--- src/rtl/dut_seq_pkg.sv ---
// Shared types and default widths for the vector sequencer.
//   seq_state_t : sequencer FSM states
//   res_entry_t : layout of one result FIFO entry {data, mismatch, idx}
package dut_seq_pkg;

  localparam int IN_W_DEF  = 150;
  localparam int OUT_W_DEF = 80;
  localparam int CNT_W_DEF = 16;
  localparam int DEPTH_DEF = 4;

  typedef enum logic [1:0] {
    S_IDLE,
    S_RUN,
    S_DRAIN,
    S_DONE
  } seq_state_t;

  // The top packs FIFO entries flat in this same field order so the
  // widths can follow the module parameters.
  typedef struct packed {
    logic [OUT_W_DEF-1:0] data;
    logic                 mismatch;
    logic [CNT_W_DEF-1:0] idx;
  } res_entry_t;

endpackage

--- src/rtl/dut_seq_fifo.sv ---
// Synchronous FIFO holding captured results.
//   clk, rst      : clock, synchronous active-high reset
//   flush         : empty the FIFO (start of a run)
//   push, wr_data : write one entry
//   pop           : drop the head; ignored while empty
//   rd_valid      : head valid
//   rd_data       : head entry
//   count         : number of stored entries (0..DEPTH)
module dut_seq_fifo #(
  parameter int WIDTH = 8,
  parameter int DEPTH = 4
) (
  input  logic                   clk,
  input  logic                   rst,
  input  logic                   flush,
  input  logic                   push,
  input  logic [WIDTH-1:0]       wr_data,
  input  logic                   pop,
  output logic                   rd_valid,
  output logic [WIDTH-1:0]       rd_data,
  output logic [$clog2(DEPTH):0] count
);

  localparam int AW = $clog2(DEPTH);
  localparam int CW = AW + 1;
  localparam logic [CW-1:0] FULL_C = DEPTH[CW-1:0];

  logic [WIDTH-1:0] mem_q [DEPTH];
  logic [AW-1:0]    wr_ptr_q, wr_ptr_d, rd_ptr_q, rd_ptr_d;
  logic [CW-1:0]    count_q, count_d;
  logic             pop_ok;

  assign pop_ok = pop && (count_q != '0);

  always_comb begin
    wr_ptr_d = wr_ptr_q + AW'(push);
    rd_ptr_d = rd_ptr_q + AW'(pop_ok);
    count_d  = count_q + CW'(push) - CW'(pop_ok);
    if (flush) begin
      wr_ptr_d = '0;
      rd_ptr_d = '0;
      count_d  = '0;
    end
  end

  always_ff @(posedge clk) begin
    if (rst) begin
      wr_ptr_q <= '0;
      rd_ptr_q <= '0;
      count_q  <= '0;
    end else begin
      wr_ptr_q <= wr_ptr_d;
      rd_ptr_q <= rd_ptr_d;
      count_q  <= count_d;
    end
  end

  always_ff @(posedge clk) begin
    if (push) mem_q[wr_ptr_q] <= wr_data;
  end

  // Upstream credit accounting must keep a full FIFO from being pushed
  // unless the head leaves in the same cycle.
  always_ff @(posedge clk) begin
    assert (rst || !(push && !pop_ok && count_q == FULL_C));
  end

  assign rd_valid = (count_q != '0);
  assign rd_data  = mem_q[rd_ptr_q];
  assign count    = count_q;

endmodule

--- src/rtl/dut_vector_sequencer.sv ---
// Streams stimulus vectors into a combinational dut, compares each result
// against its golden vector and buffers it for the result sink.
//   start/num_vectors              : launch a run of N vectors (IDLE only)
//   vec_valid/vec_ready/vec_data/vec_exp : stimulus + golden handshake
//   dut_in/dut_out                 : registered drive to dut, its response
//   res_valid/res_ready/res_*      : result FIFO head
//   busy/done                      : run status, done pulses once per run
//   err_count/first_err_idx        : mismatch statistics of the run
module dut_vector_sequencer
  import dut_seq_pkg::*;
#(
  parameter int IN_W  = IN_W_DEF,
  parameter int OUT_W = OUT_W_DEF,
  parameter int DEPTH = DEPTH_DEF,
  parameter int CNT_W = CNT_W_DEF
) (
  input  logic             clk,
  input  logic             rst,
  input  logic             start,
  input  logic [CNT_W-1:0] num_vectors,
  input  logic             vec_valid,
  output logic             vec_ready,
  input  logic [IN_W-1:0]  vec_data,
  input  logic [OUT_W-1:0] vec_exp,
  output logic [IN_W-1:0]  dut_in,
  input  logic [OUT_W-1:0] dut_out,
  output logic             res_valid,
  input  logic             res_ready,
  output logic [OUT_W-1:0] res_data,
  output logic             res_mismatch,
  output logic [CNT_W-1:0] res_idx,
  output logic             busy,
  output logic             done,
  output logic [CNT_W-1:0] err_count,
  output logic [CNT_W-1:0] first_err_idx
);

  localparam int EW = OUT_W + 1 + CNT_W;
  localparam int CW = $clog2(DEPTH) + 1;
  localparam logic [CW:0] DEPTH_W = DEPTH[CW:0];

  seq_state_t       state_q, state_d;
  logic [CNT_W-1:0] n_q, n_d, issued_q, issued_d, idx_q, idx_d;
  logic [CNT_W-1:0] err_count_q, err_count_d, first_err_idx_q, first_err_idx_d;
  logic [IN_W-1:0]  dut_in_q, dut_in_d;
  logic [OUT_W-1:0] exp_q, exp_d;
  logic             s1_vld_q, s1_vld_d;

  logic             accept, push, pop, flush, mismatch, fifo_valid;
  logic [CW-1:0]    fifo_count;
  logic [EW-1:0]    wr_entry, rd_entry;

  // Credit: entries already stored plus the one vector waiting in stage 1
  // must leave room, so a stalled sink can never overflow the FIFO.
  assign vec_ready = (state_q == S_RUN) && (issued_q < n_q) &&
                     (({1'b0, fifo_count} + {{CW{1'b0}}, s1_vld_q}) < DEPTH_W);
  assign accept    = vec_ready && vec_valid;

  // Stage 2: dut_out reflects dut_in captured on the previous edge.
  assign push      = s1_vld_q;
  assign mismatch  = (dut_out != exp_q);
  assign wr_entry  = {dut_out, mismatch, idx_q};
  assign pop       = res_ready && fifo_valid;
  assign flush     = (state_q == S_IDLE) && start && (num_vectors != '0);

  always_comb begin
    state_d         = state_q;
    n_d             = n_q;
    issued_d        = issued_q;
    idx_d           = idx_q;
    dut_in_d        = dut_in_q;
    exp_d           = exp_q;
    s1_vld_d        = accept;
    err_count_d     = err_count_q;
    first_err_idx_d = first_err_idx_q;

    if (accept) begin
      dut_in_d = vec_data;
      exp_d    = vec_exp;
      idx_d    = issued_q;
      issued_d = issued_q + CNT_W'(1);
    end

    if (push && mismatch) begin
      if (err_count_q != '1) err_count_d = err_count_q + CNT_W'(1);
      if (first_err_idx_q == '1) first_err_idx_d = idx_q;
    end

    case (state_q)
      S_IDLE: if (start) begin
        if (num_vectors != '0) begin
          state_d         = S_RUN;
          n_d             = num_vectors;
          issued_d        = '0;
          err_count_d     = '0;
          first_err_idx_d = '1;
        end else begin
          state_d = S_DONE;
        end
      end
      S_RUN:   if (issued_q == n_q) state_d = S_DRAIN;
      // Leave as soon as the final pop is happening, so done follows it
      // by one cycle.
      S_DRAIN: if (!s1_vld_q && (fifo_count == '0 ||
                                 (fifo_count == CW'(1) && pop)))
                 state_d = S_DONE;
      S_DONE:  state_d = S_IDLE;
      default: state_d = S_IDLE;
    endcase
  end

  always_ff @(posedge clk) begin
    if (rst) begin
      state_q         <= S_IDLE;
      n_q             <= '0;
      issued_q        <= '0;
      idx_q           <= '0;
      dut_in_q        <= '0;
      exp_q           <= '0;
      s1_vld_q        <= 1'b0;
      err_count_q     <= '0;
      first_err_idx_q <= '1;
    end else begin
      state_q         <= state_d;
      n_q             <= n_d;
      issued_q        <= issued_d;
      idx_q           <= idx_d;
      dut_in_q        <= dut_in_d;
      exp_q           <= exp_d;
      s1_vld_q        <= s1_vld_d;
      err_count_q     <= err_count_d;
      first_err_idx_q <= first_err_idx_d;
    end
  end

  dut_seq_fifo #(
    .WIDTH (EW),
    .DEPTH (DEPTH)
  ) u_fifo (
    .clk      (clk),
    .rst      (rst),
    .flush    (flush),
    .push     (push),
    .wr_data  (wr_entry),
    .pop      (pop),
    .rd_valid (fifo_valid),
    .rd_data  (rd_entry),
    .count    (fifo_count)
  );

  // Head fields read as zero while the FIFO is empty.
  assign res_valid     = fifo_valid;
  assign res_data      = fifo_valid ? rd_entry[EW-1 -: OUT_W] : '0;
  assign res_mismatch  = fifo_valid ? rd_entry[CNT_W]         : 1'b0;
  assign res_idx       = fifo_valid ? rd_entry[CNT_W-1:0]     : '0;
  assign dut_in        = dut_in_q;
  assign busy          = (state_q != S_IDLE);
  assign done          = (state_q == S_DONE);
  assign err_count     = err_count_q;
  assign first_err_idx = first_err_idx_q;

endmodule

--- config.mk ---
export PLATFORM = sky130hd
export DESIGN_NAME = dut_vector_sequencer
export DESIGN_NICKNAME = d
export VERILOG_FILES = /design/src/rtl/dut_seq_pkg.sv /design/src/rtl/dut_seq_fifo.sv /design/src/rtl/dut_vector_sequencer.sv
export SDC_FILE = /design/constraint.sdc
export NUM_CORES = 1
export LEC_CHECK = 0
export ABC_AREA = 1
export BUFFER_PORTS_ARGS = -buffer_cell sky130_fd_sc_hd__buf_2
export CAP_MARGIN = 20
export CORE_MARGIN = 10
export CORE_UTILIZATION = 61
export CTS_BUF_LIST = sky130_fd_sc_hd__clkbuf_4 sky130_fd_sc_hd__clkbuf_8
export CTS_CLUSTER_SIZE = 30
export DETAILED_ROUTE_END_ITERATION = 8
export GPL_ROUTABILITY_DRIVEN = 0
export PLACE_DENSITY = 0.88
export SLEW_MARGIN = 20
export SYNTH_ARGS = -nofsm -noshare
export SYNTH_HDL_FRONTEND = slang
export SYNTH_SLANG_ARGS = --single-unit
--- constraint.sdc ---
create_clock -name clk -period 12.7 [get_ports clk]
set_input_delay 2.54 -clock clk [delete_from_list [all_inputs] [get_ports clk]]
set_output_delay 2.54 -clock clk [all_outputs]
set_load 0.01 [all_outputs]
==> metrics.yaml, run 1 <==
outcome:
  outcome: "finished, final reports clean"
sta:
  finClkSkew_ns: 0.0278
  fin_crit_sh_pct: 48.6
  timing.fmax_mhz: 162
  final-setup-viol-count: 0
  tns_ns: 0
  maxSlewViolCount: 0
  tightestPinTransition_ns: 1.34
  max-slew-margin-rel_pct: 10.5
  fin_crit_ns: 6.17
  final-hold-violation-count: 0
  setup_ws_ns: 6.53
  grt_setup_unrepaired: "no"
grt:
  grt_util_all_layers_pct: 30.0
  grt_pass1_wl_mm: 133
  grt_overflow: 0
  grt_max_degree: 237
  antenna_found_initial: 26
  grt_pass1_vias: 23800
pwr:
  ir_worst_vdd_v: 0.000173
  switchingPower_mw: 2.12
  p_total_mw: 6.34
  p_sw_share_pct: 33.5
  leakagePower_nw: 14.1
  power-per-cell-area_mw_per_mm2: 184
  seqPwrFrac_pct: 42.7
  power.clock.fraction_pct: 31.4
  combPwrFrac_pct: 25.9
  p_int_mw: 4.22
route:
  detail-route-antenna-nets: 0
  vias: 24400
  route.detailed.drc: 0
  wl_met1_mm: 30.4
  wl_met2_mm: 44.3
  vias_per_cell: 5.60
  drt_iter0_drc: 2062
  routed_wl_mm: 88.2
  top_layer: "met5"
  detail_route.wl_per_cell_um: 20.2
  wl_met3_mm: 8.82
  firstDrtPassIters: 6
setup_path:
  reg2reg_slack_ns: 8.34
  cpPeakStageDelay_ns: 0.86
  path_cells: "inv_4, buf_4, o21ai_0, a21oi_1, buf_2"
  worstRegToRegCells: 11
  crit_type: "reg -> out"
  cp.required_ns: 10.16
  critPathMaxFanout: 112
  worstPathArrival_ns: 3.63
  cp_slowest_cell: "buf_4"
  crit_path_end_kind: "output pin"
  startpoint_type: "flop"
finish:
  area_growth_pct: 20.0
  mostFrequentLayoutCell: "nand2_1"
  drive_gt1_share_pct: 22.6
  fin_nets: 4006
  fin_cells: 4363
  final_cell_mix: "nand2_1, buf_2, nor2_1, edfxtp_1, a21oi_1"
die:
  fp.dieArea_mm2: 0.0560
  coreArea_mm2: 0.0465
  die_h_um: 237
  io_pins: 614
  die_w_um: 237
  start_util_pct: 61.6
  num_rows: 79
synth:
  synth.top_cell.area_share_pct: 40.7
  synthTopCellsByArea: "edfxtp_1, dfxtp_1, nand2_1"
  ys_seq_area_share_pct: 63.1
  syn-instance-count: 3077
  synth.largest_area_cell: "edfxtp_1"
  syn_area_mm2: 0.0286
  synth_nets: 3437
  yosys_warnings: 0
  ys_types: 31
  ys_ff_latch: 708
  avgSynthCellArea_um2: 9.31
hold_path:
  hold_path_depth: 2
  hold_path.class: "reg -> reg"
clocking:
  hold_buffers: 0
  clk_pin_slew_ns: 0.06
  postCtsSetupBuffers: 0
  insertion_delay_ns: 0.71
  cts_tree: "built"
  h-tree-depth: 3
  cts_buffers: 107
  cts.path.max_buffers: 3
  cts_root_buf: "clkbuf_8"
  cts.repair.resized: 0
  cts.sinks: 708
job:
  maxCapViolations: 0
placement:
  dp_cells: 4143
  place_hpwl_mm: 58.5
  place_worst_setup_slack_ns: 5.93
  port_buffers: 613
## registers in the layout (all words and copies together) (netlist names)
name             count
issued_q            16
u_fifo.mem_q       388
dut_in             150
first_err_idx       16
n_q                 16
push                 1
state_q              2
u_fifo.rd_ptr_q      2
u_fifo.count         3
u_fifo.wr_ptr_q      2
err_count           16
exp_q               80
idx_q               16
## cells by family (layout without fill, tap and decap cells)
| family | Yosys count | count (layout) | share of synthesized area (%) |
|---|---|---|---|
| and+or+nand+nor | 1285 | 1285 | 17.6 |
| adders and majority gates | 29 | 29 | 1.29 |
| AOI/OAI and AO/OA | 657 | 657 | 11.5 |
| buffers and inverters | 342 | 1004 | 4.82 |
| xor gates and xnor gates | 56 | 56 | 1.71 |
| DFF | 708 | 708 | 63.1 |
| other | 0 | 17 | 0 |
## layout make-up
type                       count  area (um^2)
sequential                   708        18100
antenna                       17         42.5
timing repair buffer         637         3300
inverter                     165          628
fill                        3114        12100
clock buffer                 171         2110
tap                          607          759
multi-input combinational   2027         9240
clock inverter                31          231
## final timing paths
path	from	to
setup / recovery	u_fifo.rd_ptr_q[0]$_SDFF_PP0_	res_data[53]
hold / removal	dut_in[11]$_SDFFE_PP0P_	dut_in[11]$_SDFFE_PP0P_
hold reg to reg	dut_in[11]$_SDFFE_PP0P_	dut_in[11]$_SDFFE_PP0P_
setup reg to reg	issued_q[3]$_SDFF_PP0_	dut_in[116]$_SDFFE_PP0P_
## worst max-delay path, delay by kind of cell, from the launching register on
family          cells  cell delay [ns]
flops               1             0.52
compound gates      2             0.61
buf+inv             3             1.66
## synth_stat cells
library cell and instances:
a211oi_1 1, nor2_2 2, o21ai_1 2, inv_2 2
nand3_1 52, edfxtp_1 388, a21oi_1 387, inv_1 161
ha_1 28, buf_6 1, a31oi_1 2, buf_2 20
buf_4 17, o21ai_0 262, o221ai_1 1, a21boi_0 1
clkinv_1 2, xnor2_1 20, dfxtp_1 320, nor3_1 24
clkbuf_1 119, nor4_2 1, nor4_1 9, xor2_1 36
buf_1 20, nand3_2 1, o41ai_1 1, nand4_1 28
nor2_1 487, nand2_1 681, fa_1 1
## power by group through the flow
stage               Combinational (mW)  Sequential (mW)  Clock [mW]
floorplan                        0.937             2.77           0
global placement                  1.58             2.74           0
detailed placement                1.61             2.75           0
CTS                               1.63             2.71        2.01
global route                      1.79             2.73        2.11
finish                            1.64             2.71        1.99
## routing by layer
metal / vias to the layer above / GRT usage, %
met3: 267 / 8.80
li1: 11400 / -
met5: - / 0
met2: 1302 / 51.5
met1: 11400 / 33.1
met4: 8 / 16.4
## through the flow
step	utilization [%]	hold slack (ns)	cell area (um^2)
3_3_place_gp	68.7	0.449	31900
4_1_cts	73.8	0.461	34300
6_report	74.0	0.462	34400
3_5_place_dp	68.8	0.452	32000
2_1_floorplan	-	0.435	28600
5_1_grt	74.0	0.478	34400
No activity file was read; power rests on OpenSTA's default activity.
==> run 2: changes to the inputs <==
--- a/config.mk
+++ b/config.mk
@@ -5,16 +5,16 @@
 export SDC_FILE = /design/constraint.sdc
 export NUM_CORES = 1
 export LEC_CHECK = 0
-export ABC_AREA = 1
+export ABC_AREA = 0
 export BUFFER_PORTS_ARGS = -buffer_cell sky130_fd_sc_hd__buf_2
 export CAP_MARGIN = 20
 export CORE_MARGIN = 10
-export CORE_UTILIZATION = 61
+export CORE_UTILIZATION = 56
 export CTS_BUF_LIST = sky130_fd_sc_hd__clkbuf_4 sky130_fd_sc_hd__clkbuf_8
 export CTS_CLUSTER_SIZE = 30
 export DETAILED_ROUTE_END_ITERATION = 8
 export GPL_ROUTABILITY_DRIVEN = 0
-export PLACE_DENSITY = 0.88
+export PLACE_DENSITY = 0.82
 export SLEW_MARGIN = 20
 export SYNTH_ARGS = -nofsm -noshare
 export SYNTH_HDL_FRONTEND = slang
==> constraint.sdc (replaced) <==
create_clock -name clk -period 6.1 [get_ports clk]
set_input_delay 1.22 -clock clk [delete_from_list [all_inputs] [get_ports clk]]
set_output_delay 1.22 -clock clk [all_outputs]
set_load 0.01 [all_outputs]
==> metrics.yaml, run 2 <==
sta:
  fin_crit_ns: 4.31
  final-setup-viol-count: 0  # unchanged
  finClkSkew_ns: 0.0452  # was 0.0278 ns
  tns_ns: 0  # unchanged
  maxSlewViolCount: 0  # unchanged
  hold_slack_ns: 0.454  # was 0.462 ns
  timing.fmax_mhz: 232
  fin_crit_sh_pct: 70.7
  max-slew-margin-rel_pct: 26.5  # was 10.5%
  setup_ws_ns: 1.79  # was 6.53 ns
  grt_setup_unrepaired: "no"  # unchanged
  final-hold-violation-count: 0  # unchanged
  tightestPinTransition_ns: 1.10  # was 1.34 ns
placement:
  dp_cells: 3392  # was 4,143
  place_worst_setup_slack_ns: 1.71  # was 5.93 ns
  place_hpwl_mm: 62.1  # was 58.5 mm
  port_buffers: 613  # unchanged
  place_area_mm2: 0.0312  # was 0.0320 mm^2
setup_path:
  crit_path_end_kind: "output pin"  # unchanged
  critPathMaxFanout: 59  # was 112
  crit_type: "reg -> out"  # unchanged
  path_cells: "or3_2, buf_4, and2_1, buf_2"  # was inv_4, buf_4, o21ai_0, a21oi_1, buf_2
  cp_slowest_cell: "or3_2"  # was buf_4
  worstPathArrival_ns: 3.09  # was 3.63 ns
  cp.required_ns: 4.88  # was 10.16 ns
  cpPeakStageDelay_ns: 0.89  # was 0.86 ns
  startpoint_type: "flop"  # unchanged
clocking:
  cts.repair.resized: 0  # unchanged
  cts_buffers: 108  # was 107
  hold_buffers: 0  # unchanged
  insertion_delay_ns: 0.71  # about the same
  postCtsSetupBuffers: 0  # unchanged
  cts_tree: "built"  # unchanged
  cts.sinks: 708  # unchanged
  cts.path.max_buffers: 3  # unchanged
  clk_pin_slew_ns: 0.06  # about the same
  h-tree-depth: 3  # unchanged
  cts_root_buf: "clkbuf_8"  # unchanged
grt:
  antenna_found_initial: 40  # was 26
  grt_overflow: 0  # unchanged
  grt_util_all_layers_pct: 29.3  # was 30.0%
  grt_pass1_vias: 20700  # was 23,800
  grt_pass1_wl_mm: 130  # was 133 mm
  grt_max_degree: 122  # was 237
die:
  num_rows: 81  # was 79
  die_w_um: 242  # was 237 um
  fp.dieArea_mm2: 0.0586  # was 0.0560 mm^2
  start_util_pct: 56.5  # was 61.6%
  die_h_um: 242  # was 237 um
  io_pins: 614  # unchanged
  coreArea_mm2: 0.0488  # was 0.0465 mm^2
pwr:
  p_total_mw: 12.7  # was 6.34 mW
  leakagePower_nw: 13.0  # was 14.1 nW
  ir_worst_vdd_v: 0.000243  # was 0.000173 V
  power-per-cell-area_mw_per_mm2: 378  # was 184 mW/mm^2
outcome:
  outcome: "finished, final reports clean"  # unchanged
route:
  vias: 20600  # was 24,400
  firstDrtPassIters: 6  # unchanged
  detail-route-antenna-nets: 0  # unchanged
  vias_per_cell: 5.65  # was 5.60
  route.detailed.drc: 0  # unchanged
  detail_route.wl_per_cell_um: 24.2  # was 20.2 um
  drt_iter0_drc: 1734  # was 2,062
  routed_wl_mm: 88.1  # was 88.2 mm
finish:
  largest-register: "u_fifo.mem_q"  # unchanged
  final_area_mm2: 0.0337  # was 0.0344 mm^2
  fin_cells: 3639  # was 4,363
  mostFrequentLayoutCell: "buf_2"  # was nand2_1
  drive_gt1_share_pct: 32.2  # was 22.6%
  final_cell_mix: "buf_2, nand2_1, edfxtp_1, dfxtp_1, a21oi_1"  # was nand2_1, buf_2, nor2_1, edfxtp_1, a21oi_1
  area_growth_pct: 22.0  # was 20.0%
  fin_nets: 3199  # was 4,006
  largest_reg_flops: 388  # unchanged
  finish.utilization_pct: 69.0  # was 74.0%
synth:
  ys_ff_latch: 708  # unchanged
  synth_nets: 2589  # was 3,437
  yosys_warnings: 0  # unchanged
  syn_area_mm2: 0.0276  # was 0.0286 mm^2
  synthTopCellsByArea: "edfxtp_1, dfxtp_1, mux4_2"  # was edfxtp_1, dfxtp_1, nand2_1
  ys.flop_type: "edfxtp_1"  # unchanged
  yosysMostFrequentCell: "nand2_1"  # unchanged
  synth.largest_area_cell: "edfxtp_1"  # unchanged
  synthArstFlopShare_pct: 0  # unchanged
  ys_seq_area_share_pct: 65.4  # was 63.1%
  avgSynthCellArea_um2: 12.4  # was 9.31 um^2
  yosys-top-cells-count: "nand2_1, edfxtp_1, dfxtp_1"  # was nand2_1, nor2_1, edfxtp_1
  synth_edf_count: 388  # unchanged
  ys_types: 47  # was 31
  synth.top_cell.area_share_pct: 42.2  # was 40.7%
  syn-instance-count: 2229  # was 3,077
hold_path:
  hold_path.class: "reg -> reg"  # unchanged
job:
  maxCapViolations: 0  # unchanged
-- run 2: changes by cell type in the layout (fill, tap and decap cells not counted), moves of 40 or more --
cell / delta
nand2_1: -162
inv_1: -129
a21oi_1: -123
and2_1: +103
nand3_1: -40
mux4_2: +97
o21ai_0: -253
nor2_1: -440
xor2_1: +44
-- run 2: critical path, delay by kind of cell (launching register included) --
kind	cells	cell delay, ns
buf+inv	2	0.73
flops	1	0.46
simple gates	2	1.17
-- run 2: final cells by class --
type / instances / area (um^2)
timing repair buffer: 634 / 3310
antenna: 42 / 105
tap: 664 / 831
fill: 3463 / 15200
multi-input combinational: 1356 / 8950
clock inverter: 29 / 196
sequential: 708 / 18100
inverter: 31 / 116
clock buffer: 175 / 2120
-- run 2: final timing paths --
check	startpoint	endpoint	slack, ns	depth (start not counted)
max	u_fifo.count[1]$_SDFF_PP0_	res_data[29]	1.79	4
max reg2reg	issued_q[3]$_SDFF_PP0_	dut_in[38]$_SDFFE_PP0P_	2.49	9
min	dut_in[93]$_SDFFE_PP0P_	dut_in[93]$_SDFFE_PP0P_	0.45	2
min reg2reg	dut_in[93]$_SDFFE_PP0P_	dut_in[93]$_SDFFE_PP0P_	0.45	2
-- run 2: kinds of logic after synthesis --
kind of cell,count (synthesis),share of synthesized area (%)
flops,708,65.4
compound gates,316,6.22
mux,115,8.56
xor+xnor,92,2.92
buf+inv,165,2.48
simple gates,804,13.1
fa+ha+maj,29,1.34
-- run 2: power breakdown --
part	internal [mW]	switching, mW	leakage [nW]
Combinational	1.15	1.91	5.70
Clock	2.29	1.83	1.25
Sequential	5.35	0.223	6.08
Total	8.78	3.96	13.0
-- run 2: layer usage --
metal / GRT usage [%] / up-vias / wire length [um]
met5: 0 / - / 71
met2: 46.7 / 1163 / 41900
met4: 17.6 / 12 / 4890
li1: - / 9204 / -
met1: 33.9 / 9945 / 31400
met3: 10.1 / 239 / 9810
